[config.mk]
export PLATFORM = sky130hd
export DESIGN_NAME = data_capture_buffer
export DESIGN_NICKNAME = d
export VERILOG_FILES = /design/src/rtl/dcb_pkg.sv /design/src/rtl/dcb_storage.sv /design/src/rtl/data_capture_buffer.sv
export SDC_FILE = /design/constraint.sdc
export NUM_CORES = 1
export LEC_CHECK = 0
export CORE_MARGIN = 8
export CORE_UTILIZATION = 29
export DETAILED_ROUTE_END_ITERATION = 8
export PLACE_DENSITY = 0.58
export SYNTH_ARGS = -nofsm -noshare
export SYNTH_HDL_FRONTEND = slang
export SYNTH_SLANG_ARGS = --single-unit
export TNS_END_PERCENT = 10
[constraint.sdc]
create_clock -name clock -period 2.9 [get_ports clock]
set_clock_uncertainty 0.15 [all_clocks]
set_input_delay 0.58 -clock clock [delete_from_list [all_inputs] [get_ports clock]]
set_output_delay 0.58 -clock clock [all_outputs]
set_load 0.1 [all_outputs]
[src/rtl/dcb_pkg.sv]
// Shared types for the data capture buffer.
package dcb_pkg;

  typedef enum logic [1:0] {
    IDLE    = 2'd0,
    CAPTURE = 2'd1,
    DRAIN   = 2'd2
  } dcb_state_e;

endpackage : dcb_pkg

[src/rtl/dcb_storage.sv]
// Sample storage: one synchronous write port, one asynchronous read port, no reset.
module dcb_storage #(
  parameter int unsigned WIDTH = 16,
  parameter int unsigned DEPTH = 8,
  localparam int unsigned AW   = $clog2(DEPTH)
) (
  input  logic             clock,
  input  logic             we,
  input  logic [AW-1:0]    waddr,
  input  logic [WIDTH-1:0] wdata,
  input  logic [AW-1:0]    raddr,
  output logic [WIDTH-1:0] rdata
);

  logic [WIDTH-1:0] mem [DEPTH];

  // Write one sample per enabled cycle; contents survive reset.
  always_ff @(posedge clock) begin
    if (we) begin
      mem[waddr] <= wdata;
    end
  end

  // Combinational read of the addressed sample.
  always_comb begin
    rdata = mem[raddr];
  end

endmodule : dcb_storage

[src/rtl/data_capture_buffer.sv]
// Burst capture buffer: a start pulse records a run-time-sized burst of consecutive
// samples, which are then drained in order over a valid/ready stream.
module data_capture_buffer #(
  parameter int unsigned WIDTH = 16,
  parameter int unsigned DEPTH = 8,
  localparam int unsigned LW   = $clog2(DEPTH + 1)
) (
  input  logic             clock,
  input  logic             reset_n,
  input  logic             clear,
  input  logic             data_start,
  input  logic [WIDTH-1:0] data,
  input  logic [LW-1:0]    cap_len,
  output logic             busy,
  output logic             done,
  output logic [WIDTH-1:0] out_data,
  output logic             out_valid,
  input  logic             out_ready,
  output logic             out_last,
  output logic             overrun
);

  import dcb_pkg::*;

  localparam int unsigned AW = $clog2(DEPTH);

  dcb_state_e       state_q, state_d;
  logic [AW-1:0]    wr_ptr_q, wr_ptr_d;
  logic [AW-1:0]    rd_ptr_q, rd_ptr_d;
  logic [LW-1:0]    eff_len_q, eff_len_d;
  logic             done_q, done_d;
  logic             overrun_q, overrun_d;

  logic             we;
  logic [WIDTH-1:0] rd_data;
  logic [LW-1:0]    req_len;
  logic [LW-1:0]    last_idx;
  logic             wr_last;
  logic             rd_last;

  dcb_storage #(
    .WIDTH (WIDTH),
    .DEPTH (DEPTH)
  ) u_storage (
    .clock (clock),
    .we    (we),
    .waddr (wr_ptr_q),
    .wdata (data),
    .raddr (rd_ptr_q),
    .rdata (rd_data)
  );

  // Requested length folding and last-index detection for both pointers.
  always_comb begin
    req_len  = ((cap_len == '0) || (cap_len > LW'(DEPTH))) ? LW'(DEPTH) : cap_len;
    last_idx = eff_len_q - 1'b1;
    wr_last  = (LW'(wr_ptr_q) == last_idx);
    rd_last  = (LW'(rd_ptr_q) == last_idx);
  end

  // State register.
  always_ff @(posedge clock or negedge reset_n) begin
    if (!reset_n) begin
      state_q <= IDLE;
    end else begin
      state_q <= state_d;
    end
  end

  // Next-state logic; clear overrides every transition.
  always_comb begin
    state_d = state_q;
    if (clear) begin
      state_d = IDLE;
    end else begin
      case (state_q)
        IDLE:    if (data_start) state_d = (req_len == LW'(1)) ? DRAIN : CAPTURE;
        CAPTURE: if (wr_last) state_d = DRAIN;
        DRAIN:   if (out_ready && rd_last) state_d = IDLE;
        default: state_d = IDLE;
      endcase
    end
  end

  // Pointer, length and flag updates. The write pointer returns to 0 on the final
  // write so it never reaches DEPTH; the write address is wr_ptr_q, which is 0 in IDLE.
  always_comb begin
    wr_ptr_d  = wr_ptr_q;
    rd_ptr_d  = rd_ptr_q;
    eff_len_d = eff_len_q;
    done_d    = 1'b0;
    overrun_d = overrun_q;
    we        = 1'b0;
    if (clear) begin
      wr_ptr_d = '0;
      rd_ptr_d = '0;
    end else begin
      case (state_q)
        IDLE: begin
          if (data_start) begin
            we        = 1'b1;
            eff_len_d = req_len;
            overrun_d = 1'b0;
            if (req_len == LW'(1)) begin
              wr_ptr_d = '0;
              done_d   = 1'b1;
            end else begin
              wr_ptr_d = AW'(1);
            end
          end
        end
        CAPTURE: begin
          we = 1'b1;
          if (data_start) overrun_d = 1'b1;
          if (wr_last) begin
            wr_ptr_d = '0;
            done_d   = 1'b1;
          end else begin
            wr_ptr_d = wr_ptr_q + 1'b1;
          end
        end
        DRAIN: begin
          if (data_start) overrun_d = 1'b1;
          if (out_ready) begin
            rd_ptr_d = rd_last ? '0 : rd_ptr_q + 1'b1;
          end
        end
        default: begin
          wr_ptr_d = '0;
          rd_ptr_d = '0;
        end
      endcase
    end
  end

  // Datapath registers.
  always_ff @(posedge clock or negedge reset_n) begin
    if (!reset_n) begin
      wr_ptr_q  <= '0;
      rd_ptr_q  <= '0;
      eff_len_q <= '0;
      done_q    <= 1'b0;
      overrun_q <= 1'b0;
    end else begin
      wr_ptr_q  <= wr_ptr_d;
      rd_ptr_q  <= rd_ptr_d;
      eff_len_q <= eff_len_d;
      done_q    <= done_d;
      overrun_q <= overrun_d;
    end
  end

  // Outputs decoded from state; out_data is forced to 0 outside DRAIN.
  always_comb begin
    busy      = (state_q != IDLE);
    out_valid = (state_q == DRAIN);
    out_last  = out_valid && rd_last;
    out_data  = out_valid ? rd_data : '0;
    done      = done_q;
    overrun   = overrun_q;
  end

endmodule : data_capture_buffer

---- Word level (Yosys, flattened, before mapping) ----
Memory sizes are Yosys's and may differ from the RTL's.
Cells that the tools add are included.
cells by class
  add/sub/neg operators ................... 3
  eq/ne operators ......................... 13
  multiplexer cells ....................... 30
  bitwise logic cells ..................... 1
  reductions and logical operators ........ 14
  order comparisons ....................... 1
operators by type and width
  operator                                                                  count
  3-bit two-way mux                                                         6
  16-bit two-way mux                                                        1
  1-bit two-way mux                                                         11
  2-bit two-way mux                                                         5
  3-bit one-hot mux with 3 select lines                                     1
  3-bit by 4-bit == test with 1-bit output                                  2
  3-bit by 1-bit adder with 3-bit output (second input constant)            2
  3-bit by 2-bit inequality test with 1-bit output (second input constant)  2
  3-bit inequality test (second input constant)                             2
  1-bit one-hot mux with 2 select lines                                     3
  2-bit one-hot mux with 3 select lines                                     1
  3-bit one-hot mux with 2 select lines                                     1
  3-bit AND reduction                                                       2
  4-bit by 1-bit == test with 1-bit output (second input constant)          1
  4-bit > comparator (second input constant)                                1
  4-bit logical NOT                                                         1
  4-bit two-way mux                                                         1
  2-bit by 1-bit inequality test with 1-bit output (second input constant)  2
  2-bit inequality test (second input constant)                             2
  2-bit AND reduction                                                       2
  4-bit AND reduction                                                       1
  2-bit nonzero test                                                        2
  2-bit OR reduction                                                        2
  4-bit by 1-bit subtractor with 4-bit output (second input constant)       1
  other kinds (6)                                                           7
storage, ports and cells
  bits in registers ....................... 14
  output and inout bits ................... 21
  input port bits ......................... 25
  memories kept ........................... 1
  memory bits (writable) .................. 128
memories
  memory         depth  bits a word  rd ports  clocked after memory_dff  write ports  RTL line           source
  u_storage.mem  8      16           1         0                         1            dcb_storage.sv:15  logic [WIDTH-1:0] mem [DEPTH];

---- Longest topological paths before layout ----
Gate-level depths: netlist of the first run.
  word-level depth ........................ 8
  depth in mapped cells ................... 7
  depth with buffers taken out ............ 7

---- Modules after synthesis ----
Synthesis of the first run repeated with hierarchy kept, for this count alone.
unflattened totals
  cells, all modules ...................... 323
  area, all modules ....................... 6025.8 um2
by module, submodules not included
  module               cells each  instances  area each (um2)
  dcb_storage          198         1          4973.5
  data_capture_buffer  125         1          1052.3

---- Least setup slack after synthesis of the first run ----
OpenSTA, ideal clock, no wires.
  kind .................................... flip-flop to output port
  start point ............................. register state_q[0]
  end point ............................... output out_data[10]
  arrival time ............................ 3.168 ns
  stages on the path, launching flop included .. 6
  path slack .............................. -0.998 ns
  cell sequence ........................... dfrtp_1 > inv_1 > ha_1 > clkbuf_1 > clkbuf_1 > nor2b_1
between the ends
  cells in the longest elaborated chain, start to end .. 2
RTL lines
  element                 RTL line                    source
  from (decl)             data_capture_buffer.sv:27   dcb_state_e state_q, state_d;
  from (signal assigned)  data_capture_buffer.sv:66   state_q <= state_d;
  2-bit == test           data_capture_buffer.sv:156  out_valid = (state_q == DRAIN);
  net out_valid           data_capture_buffer.sv:17   output logic out_valid,
  16-bit two-way mux      data_capture_buffer.sv:158  out_data = out_valid ? rd_data : '0;
  to (decl)               data_capture_buffer.sv:16   output logic [WIDTH-1:0] out_data,
The timed path passes the listed nets, and every way through them passes these cells.

---- Final worst setup path of the first run ----
  start point ............................. register rd_ptr_q[0]
  end point ............................... output out_data[5]
between the ends
  cells in the longest elaborated chain, start to end .. 2
RTL lines
  element                 RTL line                    source
  from (decl)             data_capture_buffer.sv:29   logic [AW-1:0] rd_ptr_q, rd_ptr_d;
  from (signal assigned)  data_capture_buffer.sv:146  rd_ptr_q <= rd_ptr_d;
  memory 8 x 16 bit       --
  16-bit two-way mux      data_capture_buffer.sv:158
No other way between the ends.

==> run_results.csv, run 1 <==
group,metric,value,unit
synthesis,synth_seq_area_share,71.2,%
status,status,"finished, final reports clean",
placement,gp_congestion,0.797,
timing,fmax,0.352,GHz
synthesis,yosys-top-cells-area,"edfxtp_1 65%, mux4_2 12%, dfrtp_1 5.9%, mux2i_1 2.7%, nor2b_1 1.8%",
synthesis,synth_cell_types,44,
die,ios,46,
synthesis,ys_warn_count,0,
global_route,grt_pass1_wl,18800,um
clock_tree,cts_tree,"yes",
final_layout,fin_nets,415,
clock_tree,h-tree-depth,4,
pwr,power_switching,0.00224,W
global_route,gr-total-overflow,0,
critical_path,start_kind,"flip-flop",
synthesis,synth_top_area_share,65.3,%
final_layout,drive_above_1_share,36.9,%
placement,port_buffers,45,
clock_tree,cts_sinks,142,
global_route,grtUsageMet1,12.9,%
synthesis,synth_seq_cells,142,
global_route,grt_max_degree,35,
synthesis,synth_area,5890,sq um
timing,hold_ws,0.371,ns
global_route,grtUsageMet3,3.04,%
global_route,grt-busiest-layer,"met2",
min_path,holdCritPathClass,"reg -> reg",
timing,tightest_slew,0.661,ns
detailed_routing,routed_wl,12100,um
pwr,seq_power_share,36.8,%
synthesis,syn_nets,348,
detailed_routing,dr.pass1.iters,5,
synthesis,synth_top_area_cell,"edfxtp_1",
detailed_routing,viasPerCell,4.63,
synthesis,synth_edf_count,128,
detailed_routing,drcViolationCount,0,
timing,period_needed,2.84,ns
synthesis,syn_area_per_cell,18.6,sq um
global_route,grt_usage,10.2,%
critical_path,worst_ep_arrival_time,2.11,ns
critical_path,worst-path-max-fanout,14,
timing,finalHoldViolations,0,
job,max_cap_viol_count,0,
synthesis,synth_ff_type,"edfxtp_1",
critical_path,rr_worst_depth,5,
critical_path,required,2.17,ns
die,initial_core_util,29.3,%
detailed_routing,wl_per_cell,18.2,um
detailed_routing,ant_nets,0,
pwr,power_leakage,2.52,nW
min_path,worstHoldPathCells,2,
die,row_count,52,
clock_tree,clock_latency,0.41,ns
clock_tree,cts_max_path_buffers,2,
pwr,vdd_drop_max,0.370,mV
final_layout,nFillCells,1805,
die,core_area,20100,sq um
final_layout,syn_to_final_growth,32.1,%
pwr,swShare,32.6,%
timing,fin_crit_sh,97.9,%
pwr,p_total,0.00688,W
placement,preCtsSetupSlack,0.279,ns
global_route,met2_usage,16.3,%
clock_tree,cts-root-buf,"clkbuf_16",
clock_tree,cts_hold_buf,0,
timing,fin_ws,0.0619,ns
pwr,intPower,0.00464,W
clock_tree,cts_buffers,17,
pwr,pwr-share-comb,30.1,%
timing,slew_viol_final,0,
synthesis,synth-async-reset-ratio,9.86,%
detailed_routing,dr.first_iter.drc_count,221,
die,die_h,158,um
critical_path,endpoint_kind,"primary output",
placement,hpwl,7330,um
pwr,pwr-share-clk,33.2,%
global_route,grt_pass1_vias,3310,
pwr,pwr_density_cell,884,nW/um^2
synthesis,postSynthCellCount,316,
global_route,antenna_found_initial,0,
die,die_w,158,um
timing,final-setup-viol-count,0,
die,die-area,25100,sq um
final_layout,mostFrequentLayoutCells,"128 x edfxtp_1, 32 x mux4_2, 24 x clkdlybuf4s50_1",
detailed_routing,vias,3083,
timing,rsz0062_at_grt,"yes",
final_layout,layout_commonest_cell,"edfxtp_1",
final_layout,antenna_cells,0,
critical_path,worstSetupPathType,"reg -> out",
clock_tree,cts.clk_slew.worst_paths,0.06,ns
timing,maxSlewHeadroom,55.8,%
[power groups by stage]
stage	clock (W)	sequential [W]	combinational, W
3_3_place_gp	0	0.00255	0.00198
4_1_cts	0.00233	0.00253	0.00204
6_report	0.00228	0.00253	0.00207
5_1_grt	0.00240	0.00255	0.00222
3_5_place_dp	0	0.00257	0.00200
2_1_floorplan	0	0.00259	0.00133
[metrics by stage]
step | TNS (ns) | area [sq um] | util, % | instances
after floorplan | -2.28 | 5980 | - | 316
after global routing | -0.0196 | 7780 | 38.7 | 666
after detailed placement | 0 | 7050 | 35.1 | 633
after CTS | 0 | 7710 | 38.4 | 666
final | 0 | 7780 | 38.7 | 666
after global placement | 0 | 7050 | 35.1 | 633
[final cells by class]
cell class,count,area [sq um],share of cell area (%)
clock buffer,17,425,5.47
clock inverter,15,200,2.57
inverter,8,30.0,0.386
multi-input combinational,152,1800,23.1
sequential,142,4200,54.0
tap,270,338,4.34
timing repair buffer,62,788,10.1
[repair_timing]
item                                    CTS  global route
pin swaps                                 1             0
setup buffers                             1             0
gates resized for setup                   7            11
endpoints found under the setup margin    4            10
hold endpoints to repair                  0             0
[flip-flops by register name (all words and copies together), names as in the netlist]
register       count
eff_len_q          4
rd_ptr_q           3
state_q            2
u_storage.mem    128
wr_ptr_q           3
overrun            1
done               1
[worst max-delay path, cell delays in order (launching register included)]
cell	delay, ns
dfrtp_2	0.47
buf_12	0.20
mux4_2	0.54
mux2i_2	0.22
nor2b_2	0.09
buf_12	0.17
[cell usage after synthesis (all sizes together), types with 4 or more instances]
cell type    n
o21ai        6
clkbuf       5
mux4        32
nor2        13
nor3b        4
buf          9
nor2b       17
mux2i       16
dfrtp       14
xnor2        6
nor3         7
nor4         4
a21oi        5
ha           7
nand2b       5
edfxtp     128
nand2        7
inv          8
[kinds of logic (layout without fill, tap and decap cells)]
group / count (synthesis) / after routing / synth area share (%)
buffers and inverters: 22 / 102 / 1.87
AOI/OAI and AO/OA: 23 / 23 / 2.72
and+or+nand+nor: 64 / 64 / 6.04
xor gates and xnor gates: 8 / 8 / 1.19
adders and majority gates: 7 / 7 / 1.49
DFF: 142 / 142 / 71.2
muxes: 50 / 50 / 15.5
[worst paths after layout]
path	from	to	slack, ns
min in group asynchronous	reset_n	done	0.42
max in group asynchronous	reset_n	rd_ptr_q[0]	1.71
min	overrun	overrun	0.37
max	rd_ptr_q[0]	out_data[5]	0.06
max reg2reg	state_q[0]	u_storage.mem[4][7]	0.67
min reg2reg	overrun	overrun	0.37
[per-layer routing]
metal / wire [um] / vias up / part of all wire (%)
li1: - / 1391 / -
met1: 5370 / 1610 / 44
met2: 6090 / 71 / 50
met3: 549 / 11 / 4.5
met4: 137 / 0 / 1.1
met5: 0 / - / 0
Note: power is estimated with default switching activity, not from simulation.
==> run 2, diff against run 1 <==
--- a/config.mk
+++ b/config.mk
@@ -8,7 +8,6 @@
 export CORE_MARGIN = 8
 export CORE_UTILIZATION = 29
 export DETAILED_ROUTE_END_ITERATION = 8
-export PLACE_DENSITY = 0.58
 export SYNTH_ARGS = -nofsm -noshare
 export SYNTH_HDL_FRONTEND = slang
 export SYNTH_SLANG_ARGS = --single-unit
==> run_results.csv, run 2 (synthesized netlist as in run 1, its figures left out) <==
group,metric,value,unit
global_route,grt_usage,10.1,%
critical_path,worst_ep_arrival_time,2.12,ns
final_layout,regMostFlops,"u_storage.mem",
final_layout,reg.largest.list,"u_storage.mem x128, eff_len_q x4",
critical_path,r2r_slack,0.59,ns
die,die_w,158,um
critical_path,required,2.17,ns
detailed_routing,viasPerCell,4.63,
clock_tree,cts-root-buf,"clkbuf_16",
critical_path,worstSetupPathType,"reg -> out",
min_path,hold_end,"overrun",
timing,fin_crit_sh,98.1,%
pwr,pwr-share-comb,30.6,%
die,die-area,25100,sq um
pwr,seq_power_share,37.8,%
global_route,gr-total-overflow,0,
critical_path,reg2reg_from,"state_q[0]",
placement,gp_congestion,0.776,
clock_tree,cts.clk_slew.worst_paths,0.06,ns
final_layout,drive_above_1_share,34.7,%
global_route,antenna_found_initial,0,
final_layout,syn_to_final_growth,30.0,%
detailed_routing,wl_per_cell,17.9,um
die,initial_core_util,29.3,%
global_route,grt_pass1_wl,18500,um
pwr,power_leakage,2.46,nW
clock_tree,cts_tree,"yes",
pwr,vdd_drop_max,0.408,mV
clock_tree,clock_latency,0.41,ns
job,max_cap_viol_count,0,
timing,final-setup-viol-count,0,
die,die_h,158,um
pwr,power_switching,0.00215,W
timing,finalHoldViolations,0,
clock_tree,h-tree-depth,4,
status,status,"finished, final reports clean",
timing,fmax,0.351,GHz
global_route,grt_pass1_vias,3286,
die,core_area,20100,sq um
clock_tree,cts_buffers,17,
critical_path,rr_worst_depth,5,
pwr,pwr-share-clk,31.6,%
min_path,holdCritStartpoint,"overrun",
timing,slew_viol_final,0,
detailed_routing,ant_nets,0,
timing,rsz0062_at_grt,"yes",
timing,hold_ws,0.369,ns
pwr,intPower,0.00448,W
final_layout,largest_reg_flops,128,
timing,setup_tns,0,ns
final_layout,fin_nets,414,
die,ios,46,
pwr,p_total,0.00664,W
detailed_routing,routed_wl,11900,um
critical_path,worst-path-max-fanout,4,
pwr,pwr_density_cell,867,nW/um^2
clock_tree,cts_max_path_buffers,2,
min_path,holdCritPathClass,"reg -> reg",
critical_path,start_kind,"flip-flop",
detailed_routing,dr.first_iter.drc_count,195,
final_layout,mostFrequentLayoutCells,"128 x edfxtp_1, 32 x mux4_2, 24 x clkdlybuf4s50_1",
critical_path,r2r-end,"u_storage.mem[4][11]",
final_layout,antenna_cells,0,
timing,period_needed,2.85,ns
placement,hpwl,7080,um
die,row_count,52,
detailed_routing,drcViolationCount,0,
timing,tightest_slew,0.697,ns
critical_path,endpoint_kind,"primary output",
min_path,worstHoldPathCells,2,
detailed_routing,dr.pass1.iters,4,
pwr,swShare,32.5,%
clock_tree,cts_sinks,142,
placement,port_buffers,45,
final_layout,layout_commonest_cell,"edfxtp_1",
global_route,grt_max_degree,36,
detailed_routing,vias,3076,
timing,maxSlewHeadroom,53.4,%
run 2: final cells by class:
| class | instances | area [sq um] |
|---|---|---|
| inverter | 8 | 30.0 |
| sequential | 142 | 4200 |
| multi-input combinational | 152 | 1740 |
| clock buffer | 18 | 429 |
| timing repair buffer | 61 | 785 |
| clock inverter | 14 | 141 |
| fill | 1822 | 12400 |
| tap | 270 | 338 |
run 2: metal layers:
metal / track usage (%) / part of all wire (%)
met1: 12.3 / 43
met2: 16.1 / 49
met3: 3.75 / 6.0
met4: 3.41 / 1.7
met5: 0 / 0
run 2: timing repair:
item / 4_1_cts / 5_1_grt
setup endpoints to repair: 2 / 6
pin swaps: 0 / 1
resized for setup: 4 / 6
buffers inserted: 2 / 1
endpoints found under the hold margin: 0 / 0
hold buffers: 0 / 0
run 2: worst max-delay path, cell delays in order (launching register included):
cell and delay (ns):
dfrtp_2 0.41, buf_4 0.15, or2_0 0.24, a221oi_2 0.42, nor2_4 0.09, and2_2 0.22, buf_12 0.16
run 2: power by group through the flow:
stage | registers [W] | clock network [W] | logic, W
2_1_floorplan | 0.00259 | 0 | 0.00133
3_3_place_gp | 0.00255 | 0 | 0.00195
3_5_place_dp | 0.00256 | 0 | 0.00197
4_1_cts | 0.00251 | 0.00212 | 0.00203
5_1_grt | 0.00253 | 0.00221 | 0.00216
6_report | 0.00251 | 0.00209 | 0.00203
run 2: worst max path at each step:
stage	start	end	slack [ns]	cells after the start
final	eff_len_q[0]	out_last	0.05	6
after global routing	eff_len_q[0]	out_last	-0.03	6
after CTS	eff_len_q[1]	out_last	-0.005	7
after detailed placement	data_start	u_storage.mem[4][11]	0.26	4
after global placement	eff_len_q[0]	out_last	0.33	7
after floorplan	state_q[0]	u_storage.mem[6][0]	-0.14	4
run 2: stage by stage:
stage	utilization (%)	instance area (sq um)	worst slack, ns	instances
2_1_floorplan	-	5980	-0.142	316
3_3_place_gp	34.9	7030	0.334	630
3_5_place_dp	34.9	7030	0.256	630
4_1_cts	37.9	7620	-0.00467	664
5_1_grt	38.1	7660	-0.0338	665
6_report	38.1	7660	0.0543	665
==> run 3, diff against run 2 <==
--- a/config.mk
+++ b/config.mk
@@ -5,9 +5,11 @@
 export SDC_FILE = /design/constraint.sdc
 export NUM_CORES = 1
 export LEC_CHECK = 0
+export CORE_ASPECT_RATIO = 0.9
 export CORE_MARGIN = 8
 export CORE_UTILIZATION = 29
 export DETAILED_ROUTE_END_ITERATION = 8
+export MAX_ROUTING_LAYER = met4
 export SYNTH_ARGS = -nofsm -noshare
 export SYNTH_HDL_FRONTEND = slang
 export SYNTH_SLANG_ARGS = --single-unit
==> run_results.csv, run 3 (synthesized netlist as in run 1, its figures left out) <==
group,metric,value,unit
status,status,"finished, final reports clean",
critical_path,rr_worst_depth,5,
min_path,holdCritPathClass,"reg -> reg",
final_layout,regMostFlops,"u_storage.mem",
die,die-area,25100,sq um
detailed_routing,dr.pass1.iters,4,
pwr,power_leakage,2.54,nW
critical_path,endpoint_kind,"primary output",
placement,placed_cells,619,
global_route,grt_usage,10.2,%
timing,finalHoldViolations,0,
timing,fin_crit_sh,99.3,%
critical_path,worstSetupPathType,"reg -> out",
timing,slew_viol_final,0,
die,die_w,166,um
timing,hold_ws,0.390,ns
final_layout,antenna_cells,0,
detailed_routing,routed_wl,12100,um
critical_path,worst_ep_arrival_time,2.15,ns
timing,maxSlewHeadroom,50.8,%
clock_tree,cts_max_path_buffers,2,
global_route,gr-total-overflow,0,
clock_tree,clock_latency,0.41,ns
timing,rsz0062_at_grt,"yes",
timing,setup_tns,0,ns
placement,gp_congestion,0.765,
final_layout,nFillCells,1746,
clock_tree,h-tree-depth,4,
global_route,antenna_found_initial,0,
die,initial_core_util,29.6,%
detailed_routing,drcViolationCount,0,
global_route,grt_pass1_wl,18600,um
min_path,worstHoldPathCells,2,
detailed_routing,ant_nets,0,
global_route,grt_max_degree,36,
die,ios,46,
clock_tree,cts-root-buf,"clkbuf_16",
detailed_routing,viasPerCell,4.67,
critical_path,start_kind,"flip-flop",
final_layout,mostFrequentLayoutCells,"128 x edfxtp_1, 32 x mux4_2, 27 x buf_12",
timing,fmax,0.347,GHz
die,die_h,151,um
placement,hpwl,7360,um
detailed_routing,vias,3058,
detailed_routing,dr.first_iter.drc_count,188,
die,row_count,49,
final_layout,fin_cells,655,
placement,port_buffers,45,
clock_tree,cts_tree,"yes",
die,core_area,19900,sq um
timing,period_needed,2.88,ns
critical_path,worst-path-max-fanout,4,
clock_tree,cts_buffers,17,
pwr,vdd_drop_max,0.328,mV
job,max_cap_viol_count,0,
clock_tree,cts_sinks,142,
final_layout,fin_nets,419,
clock_tree,cts.clk_slew.worst_paths,0.06,ns
final_layout,largest_reg_flops,128,
timing,final-setup-viol-count,0,
final_layout,reg.largest.list,"u_storage.mem x128, eff_len_q x4",
final_layout,syn_to_final_growth,33.0,%
critical_path,required,2.17,ns
final_layout,drive_above_1_share,36.5,%
global_route,grt_pass1_vias,3299,
pwr,pwr_density_cell,860,nW/um^2
detailed_routing,wl_per_cell,18.4,um
timing,tightest_slew,0.736,ns
final_layout,layout_commonest_cell,"edfxtp_1",
==> run 3: cell type report <==
type	count	area, sq um	share of cell area [%]
sequential	142	4200	53.6
multi-input combinational	152	1820	23.2
timing repair buffer	66	893	11.4
clock buffer	18	429	5.48
tap	255	319	4.08
clock inverter	14	143	1.82
inverter	8	30.0	0.384
==> run 3: per-stage QoR <==
stage	total power, W	area [sq um]	setup WS (ns)	utilization [%]
6_report	0.00674	7830	0.0196	39.3
5_1_grt	0.00700	7830	-0.0606	39.3
4_1_cts	0.00670	7700	-0.0500	38.7
3_5_place_dp	0.00460	7100	0.224	35.6
3_3_place_gp	0.00457	7100	0.262	35.6
2_1_floorplan	0.00392	5980	-0.142	-
==> run 3: metal layers <==
metal / GRT usage, % / share of wire, % / up-vias
li1: - / - / 1399
met1: 12.6 / 47 / 1588
met2: 16.0 / 48 / 66
met3: 3.34 / 4.2 / 5
met4: 2.95 / 0.58 / 0
met5: - / 0 / -
==> run 3: worst paths after layout <==
path | start | to | slack (ns)
setup / recovery | eff_len_q[1] | out_last | 0.02
hold / removal | overrun | overrun | 0.39
setup reg to reg | state_q[0] | u_storage.mem[4][9] | 0.53
hold reg to reg | overrun | overrun | 0.39
max in group asynchronous | reset_n | rd_ptr_q[0] | 1.60
min in group asynchronous | reset_n | eff_len_q[3] | 0.46
==> run 3: worst max-delay path, stage by stage (launching register included) <==
cell and delay [ns]:
dfrtp_1 0.39, inv_1 0.06, ha_1 0.31, xnor2_1 0.14, a211o_1 0.33, nor2_4 0.15
and2_2 0.19, buf_12 0.17
==> run 3: power by group <==
group | switching [W] | internal [W] | total, W
registers | 0.000109 | 0.00241 | 0.00252
logic | 0.00124 | 0.000895 | 0.00214
clock network | 0.000814 | 0.00126 | 0.00208
total | 0.00217 | 0.00457 | 0.00674
==> run 3: repair_timing <==
item,in CTS,in global routing
hold buffers,0,0
setup endpoints to repair,16,12
gates resized for setup,2,19
endpoints found under the hold margin,0,0
cloned,0,0
setup buffers,2,2
